**config.mk**
```make
export PLATFORM = sky130hd
export DESIGN_NAME = l1_trig_wb_intercon
export DESIGN_NICKNAME = d
export VERILOG_FILES = /design/src/rtl/l1_trig_wb_intercon.sv
export SDC_FILE = /design/constraint.sdc
export NUM_CORES = 1
export LEC_CHECK = 0
export BUFFER_PORTS_ARGS = -buffer_cell sky130_fd_sc_hd__buf_2
export CAP_MARGIN = 20
export CORE_AREA = 2 2 173 175
export DETAILED_ROUTE_END_ITERATION = 6
export DIE_AREA = 0 0 175 177
export GPL_TIMING_DRIVEN = 0
export MAX_ROUTING_LAYER = met4
export PLACE_DENSITY = 0.55
export SLEW_MARGIN = 20
export SYNTH_ARGS = -nofsm -noshare
export SYNTH_HDL_FRONTEND = slang
export SYNTH_SLANG_ARGS = --single-unit
```
**constraint.sdc**
```tcl
create_clock -name wb_clk_i -period 2.9 [get_ports wb_clk_i]
set_input_delay 0.58 -clock wb_clk_i [delete_from_list [all_inputs] [get_ports wb_clk_i]]
set_output_delay 0.58 -clock wb_clk_i [all_outputs]
set_load 0.02 [all_outputs]
```
**src/rtl/l1_trig_wb_intercon.sv**
```systemverilog
// Wishbone 1:4 address-decoding interconnect for the L1 trigger block (thresh/control/agc/bq).
// Optional watchdog on stalled targets: define L1_INTERCON_TIMEOUT_EN.
//
// state | meaning
// IDLE  | waiting for host cyc&stb
// BUSY  | selected target strobed, waiting for its termination
// ACK   | presenting one termination pulse to the host
module l1_trig_wb_intercon #(
    parameter int ADR_W = 15,
    parameter int DAT_W = 32,
    parameter logic [DAT_W-1:0] DEAD_DATA = 32'hDEAD_C10C
`ifdef L1_INTERCON_TIMEOUT_EN
    , parameter int TIMEOUT = 256
`endif
) (
    input  logic               wb_clk_i,
    input  logic               wb_rst_i,
    input  logic               clock_enabled_i,
    input  logic               wb_cyc_i,
    input  logic               wb_stb_i,
    input  logic               wb_we_i,
    input  logic [ADR_W-1:0]   wb_adr_i,
    input  logic [DAT_W-1:0]   wb_dat_i,
    input  logic [DAT_W/8-1:0] wb_sel_i,
    output logic               wb_ack_o,
    output logic               wb_err_o,
    output logic               wb_rty_o,
    output logic [DAT_W-1:0]   wb_dat_o,

    output logic               thresh_cyc_o,
    output logic               thresh_stb_o,
    output logic               thresh_we_o,
    output logic [ADR_W-3:0]   thresh_adr_o,
    output logic [DAT_W-1:0]   thresh_dat_o,
    output logic [DAT_W/8-1:0] thresh_sel_o,
    input  logic               thresh_ack_i,
    input  logic               thresh_err_i,
    input  logic               thresh_rty_i,
    input  logic [DAT_W-1:0]   thresh_dat_i,

    output logic               control_cyc_o,
    output logic               control_stb_o,
    output logic               control_we_o,
    output logic [ADR_W-3:0]   control_adr_o,
    output logic [DAT_W-1:0]   control_dat_o,
    output logic [DAT_W/8-1:0] control_sel_o,
    input  logic               control_ack_i,
    input  logic               control_err_i,
    input  logic               control_rty_i,
    input  logic [DAT_W-1:0]   control_dat_i,

    output logic               agc_cyc_o,
    output logic               agc_stb_o,
    output logic               agc_we_o,
    output logic [ADR_W-3:0]   agc_adr_o,
    output logic [DAT_W-1:0]   agc_dat_o,
    output logic [DAT_W/8-1:0] agc_sel_o,
    input  logic               agc_ack_i,
    input  logic               agc_err_i,
    input  logic               agc_rty_i,
    input  logic [DAT_W-1:0]   agc_dat_i,

    output logic               bq_cyc_o,
    output logic               bq_stb_o,
    output logic               bq_we_o,
    output logic [ADR_W-3:0]   bq_adr_o,
    output logic [DAT_W-1:0]   bq_dat_o,
    output logic [DAT_W/8-1:0] bq_sel_o,
    input  logic               bq_ack_i,
    input  logic               bq_err_i,
    input  logic               bq_rty_i,
    input  logic [DAT_W-1:0]   bq_dat_i
);

    typedef enum logic [1:0] {IDLE, BUSY, ACK} state_t;

    state_t             state;
    logic [1:0]         tgt;
    logic [3:0]         tgt_cyc;
    logic [ADR_W-3:0]   lat_adr;
    logic [DAT_W-1:0]   lat_dat;
    logic [DAT_W/8-1:0] lat_sel;
    logic               lat_we;
    logic               pend_err;
    logic               pend_rty;

    logic [3:0]         t_ack, t_err, t_rty;
    logic               sel_ack, sel_err, sel_rty;
    logic [DAT_W-1:0]   sel_dat;
    logic               term_out;

`ifdef L1_INTERCON_TIMEOUT_EN
    localparam int TMO_W = (TIMEOUT > 1) ? $clog2(TIMEOUT) : 1;
    logic [TMO_W-1:0] tmo_cnt;
`endif

    assign t_ack = {bq_ack_i, agc_ack_i, control_ack_i, thresh_ack_i};
    assign t_err = {bq_err_i, agc_err_i, control_err_i, thresh_err_i};
    assign t_rty = {bq_rty_i, agc_rty_i, control_rty_i, thresh_rty_i};
    assign term_out = wb_ack_o | wb_err_o | wb_rty_o;

    always_comb begin
        sel_ack = t_ack[tgt];
        sel_err = t_err[tgt];
        sel_rty = t_rty[tgt];
        sel_dat = thresh_dat_i;
        case (tgt)
            2'd0: sel_dat = thresh_dat_i;
            2'd1: sel_dat = control_dat_i;
            2'd2: sel_dat = agc_dat_i;
            2'd3: sel_dat = bq_dat_i;
            default: sel_dat = thresh_dat_i;
        endcase
    end

    always_ff @(posedge wb_clk_i or negedge wb_rst_i) begin
        if (!wb_rst_i) begin
            state    <= IDLE;
            tgt      <= 2'd0;
            tgt_cyc  <= 4'b0;
            lat_adr  <= '0;
            lat_dat  <= '0;
            lat_sel  <= '0;
            lat_we   <= 1'b0;
            pend_err <= 1'b0;
            pend_rty <= 1'b0;
            wb_ack_o <= 1'b0;
            wb_err_o <= 1'b0;
            wb_rty_o <= 1'b0;
            wb_dat_o <= '0;
`ifdef L1_INTERCON_TIMEOUT_EN
            tmo_cnt  <= '0;
`endif
        end else begin
            wb_ack_o <= 1'b0;
            wb_err_o <= 1'b0;
            wb_rty_o <= 1'b0;
            case (state)
                IDLE: begin
                    // Not while a termination is on the bus: the host's strobe
                    // belongs to the transaction it is just completing.
                    if (wb_cyc_i && wb_stb_i && !term_out) begin
                        tgt     <= wb_adr_i[ADR_W-1 -: 2];
                        lat_adr <= wb_adr_i[ADR_W-3:0];
                        lat_dat <= wb_dat_i;
                        lat_sel <= wb_sel_i;
                        lat_we  <= wb_we_i;
                        if (!wb_adr_i[ADR_W-1] && !clock_enabled_i) begin
                            wb_dat_o <= DEAD_DATA;
                            pend_err <= 1'b0;
                            pend_rty <= 1'b0;
                            state    <= ACK;
                        end else begin
                            tgt_cyc <= 4'b0001 << wb_adr_i[ADR_W-1 -: 2];
`ifdef L1_INTERCON_TIMEOUT_EN
                            tmo_cnt <= TMO_W'(TIMEOUT - 1);
`endif
                            state   <= BUSY;
                        end
                    end
                end
                BUSY: begin
                    if (!wb_cyc_i) begin
                        tgt_cyc <= 4'b0;
                        state   <= IDLE;
                    end else if (sel_ack || sel_err || sel_rty) begin
                        tgt_cyc  <= 4'b0;
                        wb_dat_o <= sel_dat;
                        pend_err <= sel_err;
                        pend_rty <= sel_rty && !sel_err;
                        state    <= ACK;
                    end
`ifdef L1_INTERCON_TIMEOUT_EN
                    else if (tmo_cnt == '0) begin
                        tgt_cyc  <= 4'b0;
                        wb_dat_o <= DEAD_DATA;
                        wb_err_o <= 1'b1;
                        state    <= IDLE;
                    end else begin
                        tmo_cnt <= tmo_cnt - 1'b1;
                    end
`endif
                end
                ACK: begin
                    wb_err_o <= pend_err;
                    wb_rty_o <= pend_rty;
                    wb_ack_o <= !pend_err && !pend_rty;
                    state    <= IDLE;
                end
                default: begin
                    tgt_cyc <= 4'b0;
                    state   <= IDLE;
                end
            endcase
        end
    end

    assign thresh_cyc_o  = tgt_cyc[0];
    assign thresh_stb_o  = tgt_cyc[0];
    assign control_cyc_o = tgt_cyc[1];
    assign control_stb_o = tgt_cyc[1];
    assign agc_cyc_o     = tgt_cyc[2];
    assign agc_stb_o     = tgt_cyc[2];
    assign bq_cyc_o      = tgt_cyc[3];
    assign bq_stb_o      = tgt_cyc[3];

    assign thresh_we_o  = lat_we;
    assign control_we_o = lat_we;
    assign agc_we_o     = lat_we;
    assign bq_we_o      = lat_we;

    assign thresh_adr_o  = lat_adr;
    assign control_adr_o = lat_adr;
    assign agc_adr_o     = lat_adr;
    assign bq_adr_o      = lat_adr;

    assign thresh_dat_o  = lat_dat;
    assign control_dat_o = lat_dat;
    assign agc_dat_o     = lat_dat;
    assign bq_dat_o      = lat_dat;

    assign thresh_sel_o  = lat_sel;
    assign control_sel_o = lat_sel;
    assign agc_sel_o     = lat_sel;
    assign bq_sel_o      = lat_sel;

endmodule

```
-- Word level (Yosys, flattened, before mapping)
Cells that the tools add are included.
- flip-flop bits (word level): 95
- input port bits: 197
- output and inout bits: 243
- logic and storage cells: 82
- $lt $le $gt $ge: 1
- eq/ne operators: 11
- shift-type cells: 1
- mux-type cells: 33
- bitwise gates (word level): 3
- reduce and logical (&&, ||, !) cells: 20
- operators by type and width (operator ; count):
    $mux W32 ; 4
    $pmux W32 S4 ; 1
    $pmux W32 S2 ; 1
    $mux W4 ; 4
    $mux W1 ; 12
    $pmux W4 S3 ; 1
    $ne A2 B2 Y1 const B ; 5
    $mux W2 ; 4
    $bmux W1 S2 ; 3
    $eq A2 B2 Y1 const B ; 3
    $logic_not A1 Y1 ; 6
    $logic_and A1 B1 Y1 ; 5
    $reduce_and A5 Y1 ; 1
    $eq A2 B1 Y1 const B ; 2
    $logic_not A2 Y1 ; 2
    $pmux W1 S2 ; 2
    $pmux W2 S2 ; 1
    $reduce_and A2 Y1 ; 2
    $reduce_and A4 Y1 ; 1
    $shl A1 B2 Y4 const A ; 1
    $lt A2 B3 Y1 const B ; 1
    $ne A3 B3 Y1 const B ; 1
    $logic_or A1 B1 Y1 ; 2
    $or A1 B1 Y1 ; 2
    other kinds (2) ; 2

-- Longest topological paths before layout
- word-level depth: 7
- mapped depth: 7
- depth with buffers taken out: 4

-- Least setup slack after synthesis
OpenSTA, ideal clock, no wires.
- path kind: input port to flip-flop
- start: in bq_rty_i
- end: reg wb_dat_o[0]
- library setup time: 0.125 ns
- data arrival time: 1.926 ns
- required time: 2.775 ns
- path slack: 0.849 ns
- cell stages on the path: 6
- buffers on the path: 2
- path through: mux4_2 > nor4b_4 > or2_1 > buf_6 > buf_12 > o21ai_2
- word-level cells in the longest chain between the ends: 5
- ends and longest elaborated chain (what ; line ; source):
    from (decl) ; 71 ; input logic bq_rty_i,
    $bmux W1 S2 ; 105 ; sel_rty = t_rty[tgt];
    $mux W1 (not written as such) ; 105 ;
    $logic_or A1 B1 Y1 ; 166 ; end else if (sel_ack || sel_err || sel_rty) begin
    $ne A2 B2 Y1 (no source line) ; n/a ;
    $reduce_and A5 Y1 (no source line) ; n/a ;
    to (signal assigned) ; 168 ; wb_dat_o <= sel_dat;
    to (decl) ; 28 ; output logic [DAT_W-1:0] wb_dat_o,
Every way passes these cells. The select of a mux whose other input is x is not followed.
A chain may end at the register's enable or synchronous reset.

-- Worst setup path in the final report
- start: reg tgt[1]
- end: reg wb_dat_o[2]
- word-level cells in the longest chain between the ends: 6
- elaborated cells on any way between the ends: 18
- ends and longest elaborated chain (what ; line ; source):
    from (decl) ; 78 ; logic [1:0] tgt;
    from (signal assigned) ; 143 ; tgt <= wb_adr_i[ADR_W-1 -: 2];
    $bmux W1 S2, on equally long branches ; 103, 104 ;
    $mux W1, on equally long branches ; 103, 104 ;
    $logic_or A1 B1 Y1 (2 in a row) ; 166 ;
    $ne A2 B2 Y1 (no source line) ; n/a ;
    $reduce_and A5 Y1 (no source line) ; n/a ;
Several ways; a longest one is shown, not always the timed one. The select of a mux whose other input is x is not followed.

==> summary by stage <==
Synthesis
The fraction of synthesized cell area taken by the top area cell type is 40.4%. The synthesized netlist devotes 0% of its cell area to adder and majority cells. Synthesis produced a netlist with a net count of 691. After synthesis, the cell types taking the most area are sky130_fd_sc_hd__dfrtp_1 40%, sky130_fd_sc_hd__buf_4 20%, sky130_fd_sc_hd__mux4_2 13%.

The proportion of synthesized area in mux cells is 24.1%. The number of standard cells after synthesis is 494. The synthesized design contains 0 enable-type register cells. Summing the areas of all compound-gate instances in the mapped netlist gives 8.21% of the synthesized area. The synthesized design contains 95 register bits. By area, the combinational part of the netlist is dominated by multiplexers. The synthesized area divided by synthesized cell count is 11.9 um^2. sky130_fd_sc_hd__dfrtp_1 takes more of the synthesized area than any other cell. The number of synthesis warnings is 0. The simple-gate area share of the yosys netlist is 4.47%. The share of synthesized area occupied by flip-flops and latches is 40.4%. After synthesis, the share of flip-flops with an asynchronous set or reset is 100%. Among all flip-flop cells after synthesis, the most frequent one is sky130_fd_sc_hd__dfrtp_1.

The distinct cell type count of the synthesized netlist is 30. The fraction of synthesized cell area in xor and xnor cells is 0%. The cell area after technology mapping is 5880 um^2.

Power and ir drop
Of the total power, registers draw 24.9%. Power spread over the standard cell area amounts to 1070 nW/um^2. The leakage power is 4.63 nW. The combinational fraction of design power is 60.4%. The design internal power is 5.34 mW. The worst voltage drop across the vdd grid is 0.395 mV. In this run switching power makes up 44.1% of total power. Per report_power, the clock group accounts for 14.7% of the total.

The reported net switching power is 4.21 mW.

Critical path
The worst-path maximum fanout is 10. STA classifies the critical path startpoint as a register. The endpoint arrival time on the critical path is 2.91 ns. Tracing the worst setup path back leads to its startpoint at tgt[1]$_DFFE_PN0P_. The reg-to-reg critical path startpoint is tgt[1]$_DFFE_PN0P_. In this run the register-to-register setup slack is 0.27 ns. The worst setup path is captured at a register. The critical path class is register to register. The worst path required time is 3.18 ns.

Counting cells, the worst reg-to-reg path comes to 6.

Route
The wire length on met1 is 8.37 mm. After detailed routing, the number of remaining DRC violations is 0. The post-detailed-routing wire length is 22.2 mm. Wire segments on met2 add up to 11.9 mm in the final route. The highest routing layer actually used is met4. The number of optimization iterations in the first detailed-route pass is 4.

In the final routed layout, each cell accounts on average for 16.5 um. The mean number of vias per cell is 3.93. The remaining antenna violation count is 0.

The number of DRC violations after detailed-routing iteration 0 is 162. The via count of the routed design is 5285. The met3 wire length is 1.65 mm.

Floorplan
The area of the placeable core is 29200 um^2. The die footprint is 31000 um^2. The floorplan has 63 rows.

In this run the count of I/O pins placed on the die edge is 440. The die is 175 um wide. The floorplan step set the die height to 177 um. The initial cell density of the core is 20.1%.

CTS
The clock latency on the worst-skew pair is 0.35 ns. The buffers inserted during post-CTS setup optimization is 0. Clock-pin slew was measured on the worst setup and hold paths at 0.08 ns.

The clock passes through at most 2 buffers. The clock sink count is 95. The number of resized instances in the post-cts repair step is 0. The clock tree from TritonCTS is yes.

Buffers inserted during clock tree synthesis total 9. The hold-fix buffer count after cts is 0. The buffer type at the clock tree root is sky130_fd_sc_hd__clkbuf_16. The clock tree synthesis step divided the H-tree into 3 levels.

STA
The shortest clock period the worst path allows after layout is 2.63 ns. The total negative slack is 0 ns. The smallest hold slack is 0.137 ns. The total count of max-transition violations in the final report came to 0. Setup violations remaining at the end of the flow were counted as 0.

Setup repair after global routing left no endpoint under its margin. After layout, the worst path uses 90.8% of the clock period. The worst pin sits at a relative slew slack of 42.8%. For the pin with the worst max-slew slack, the measured transition is 0.858 ns. For the final database, setup skew stands at 0.0125 ns. The timing-limited maximum frequency is 380 MHz.

The hold violation count in the final report is 0.

Finish
The finished cells cover 8950 um^2. Relative to the synthesized area, the layout overhead comes to 52.1%. In the final layout, flip-flops and latches occupy 2380 um^2. The number of filler instances in the final layout is 3114.

In the final layout, the share of cells above drive strength 1 is 77.6%. Leaving out fill and tap cells, the most frequent cell in the layout is sky130_fd_sc_hd__buf_2. In the layout the commonest cells are 440 x sky130_fd_sc_hd__buf_2, 154 x sky130_fd_sc_hd__buf_4, 95 x sky130_fd_sc_hd__dfrtp_1. The final net count is 1142. The total area of multi-input combinational cells is 2160 um^2.

Global routing
For this run, the total global-route usage over all layers was measured as 14.2%. Summed over all layers, the global routing overflow is 0. The initial antenna violation count was 5.

The via count of the first global-routing pass came to 5261. The first global-routing pass estimated 31.7 mm of wire. Entering global routing, the biggest net connects 56 pins.

Run
The number of max-cap violations is 0.

Place
At the end of routability-driven placement, the weighted congestion stood at 0.798. The post-DP HPWL is 18.6 mm. Buffers placed on the I/O ports in this run total 439. In this run the cell area measured after placement is 8600 um^2.

Outcome
The run finished with clean final reports.

Min path
The worst min-delay path category is input pin to async pin.
-- cell families after synthesis --
group / count (synthesis)
and+or+nand+nor: 52
DFF: 95
buffers and inverters: 185
muxes: 91
AOI/OAI and AO/OA: 71
-- worst max-delay path, cell delays in order (launching register included) --
cell                       delay (ns)
sky130_fd_sc_hd__dfrtp_1         0.32
sky130_fd_sc_hd__clkbuf_1        0.55
sky130_fd_sc_hd__mux4_2          0.47
sky130_fd_sc_hd__nor4b_4         0.49
sky130_fd_sc_hd__clkbuf_1        0.45
sky130_fd_sc_hd__o21ai_0         0.19
sky130_fd_sc_hd__o21ai_2         0.08
-- power by group through the flow --
stage	combinational (mW)	clock [mW]	sequential [mW]
after floorplan	3.54	0	2.78
after global placement	5.82	0	2.40
after detailed placement	5.85	0	2.43
after CTS	5.86	1.47	2.40
after global routing	6.15	1.52	2.48
final	5.77	1.41	2.38
-- stage by stage --
stage                     std cells  worst slack (ns)  util, %  total power [mW]
after global placement         1323            0.0692     29.3              8.22
after floorplan                 494             0.849        -              6.31
after CTS                      1339             0.120     30.6              9.74
after global routing           1343           0.00431     30.6              10.1
after detailed placement       1324             0.133     29.4              8.28
final                          1344             0.268     30.6              9.56
-- cells in the mapped netlist (3+ instances only) --
| library cell | number |
|---|---|
| sky130_fd_sc_hd__nor2_1 | 20 |
| sky130_fd_sc_hd__mux4_2 | 35 |
| sky130_fd_sc_hd__dfrtp_1 | 95 |
| sky130_fd_sc_hd__and3b_1 | 3 |
| sky130_fd_sc_hd__buf_4 | 154 |
| sky130_fd_sc_hd__o21ai_2 | 29 |
| sky130_fd_sc_hd__clkbuf_1 | 19 |
| sky130_fd_sc_hd__nand2_1 | 17 |
| sky130_fd_sc_hd__o21ai_0 | 35 |
| sky130_fd_sc_hd__buf_12 | 3 |
| sky130_fd_sc_hd__mux2_2 | 56 |
| sky130_fd_sc_hd__buf_1 | 3 |
| sky130_fd_sc_hd__nor4b_1 | 3 |
-- path summary, 6_finish.rpt --
kind	to
max reg2reg	wb_dat_o[2]$_DFFE_PN0P_
min in group wb_clk_i	agc_sel_o[2]$_DFFE_PN0P_
max in group asynchronous	agc_dat_o[17]$_DFFE_PN0P_
max	wb_dat_o[2]$_DFFE_PN0P_
min reg2reg	wb_ack_o$_DFF_PN0_
min	wb_dat_o[13]$_DFFE_PN0P_
-- area by class of cell --
class | instances | share of cell area [%]
timing repair buffer | 440 | 24.9
inverter | 2 | 0.0839
tap | 390 | 5.45
antenna | 5 | 0.140
clock buffer | 10 | 2.56
buffer | 183 | 14.9
clock inverter | 5 | 1.19
multi-input combinational | 214 | 24.2
sequential | 95 | 26.6
-- routing by layer --
metal,vias up,track usage [%]
met3,15,3.44
met2,280,26.3
met1,2502,15.3
met5,-,-
met4,0,3.47
li1,2488,-
-- sequential cells by signal, summed over array words and instances (netlist names) --
name and count:
pend_rty 1, wb_rty_o 1, agc_dat_o 32, state 2, agc_sel_o 4, wb_err_o 1
tgt_cyc 4, pend_err 1, wb_ack_o 1, tgt 2, agc_adr_o 13, wb_dat_o 32
agc_we_o 1
(Power assumes the default switching activity.)
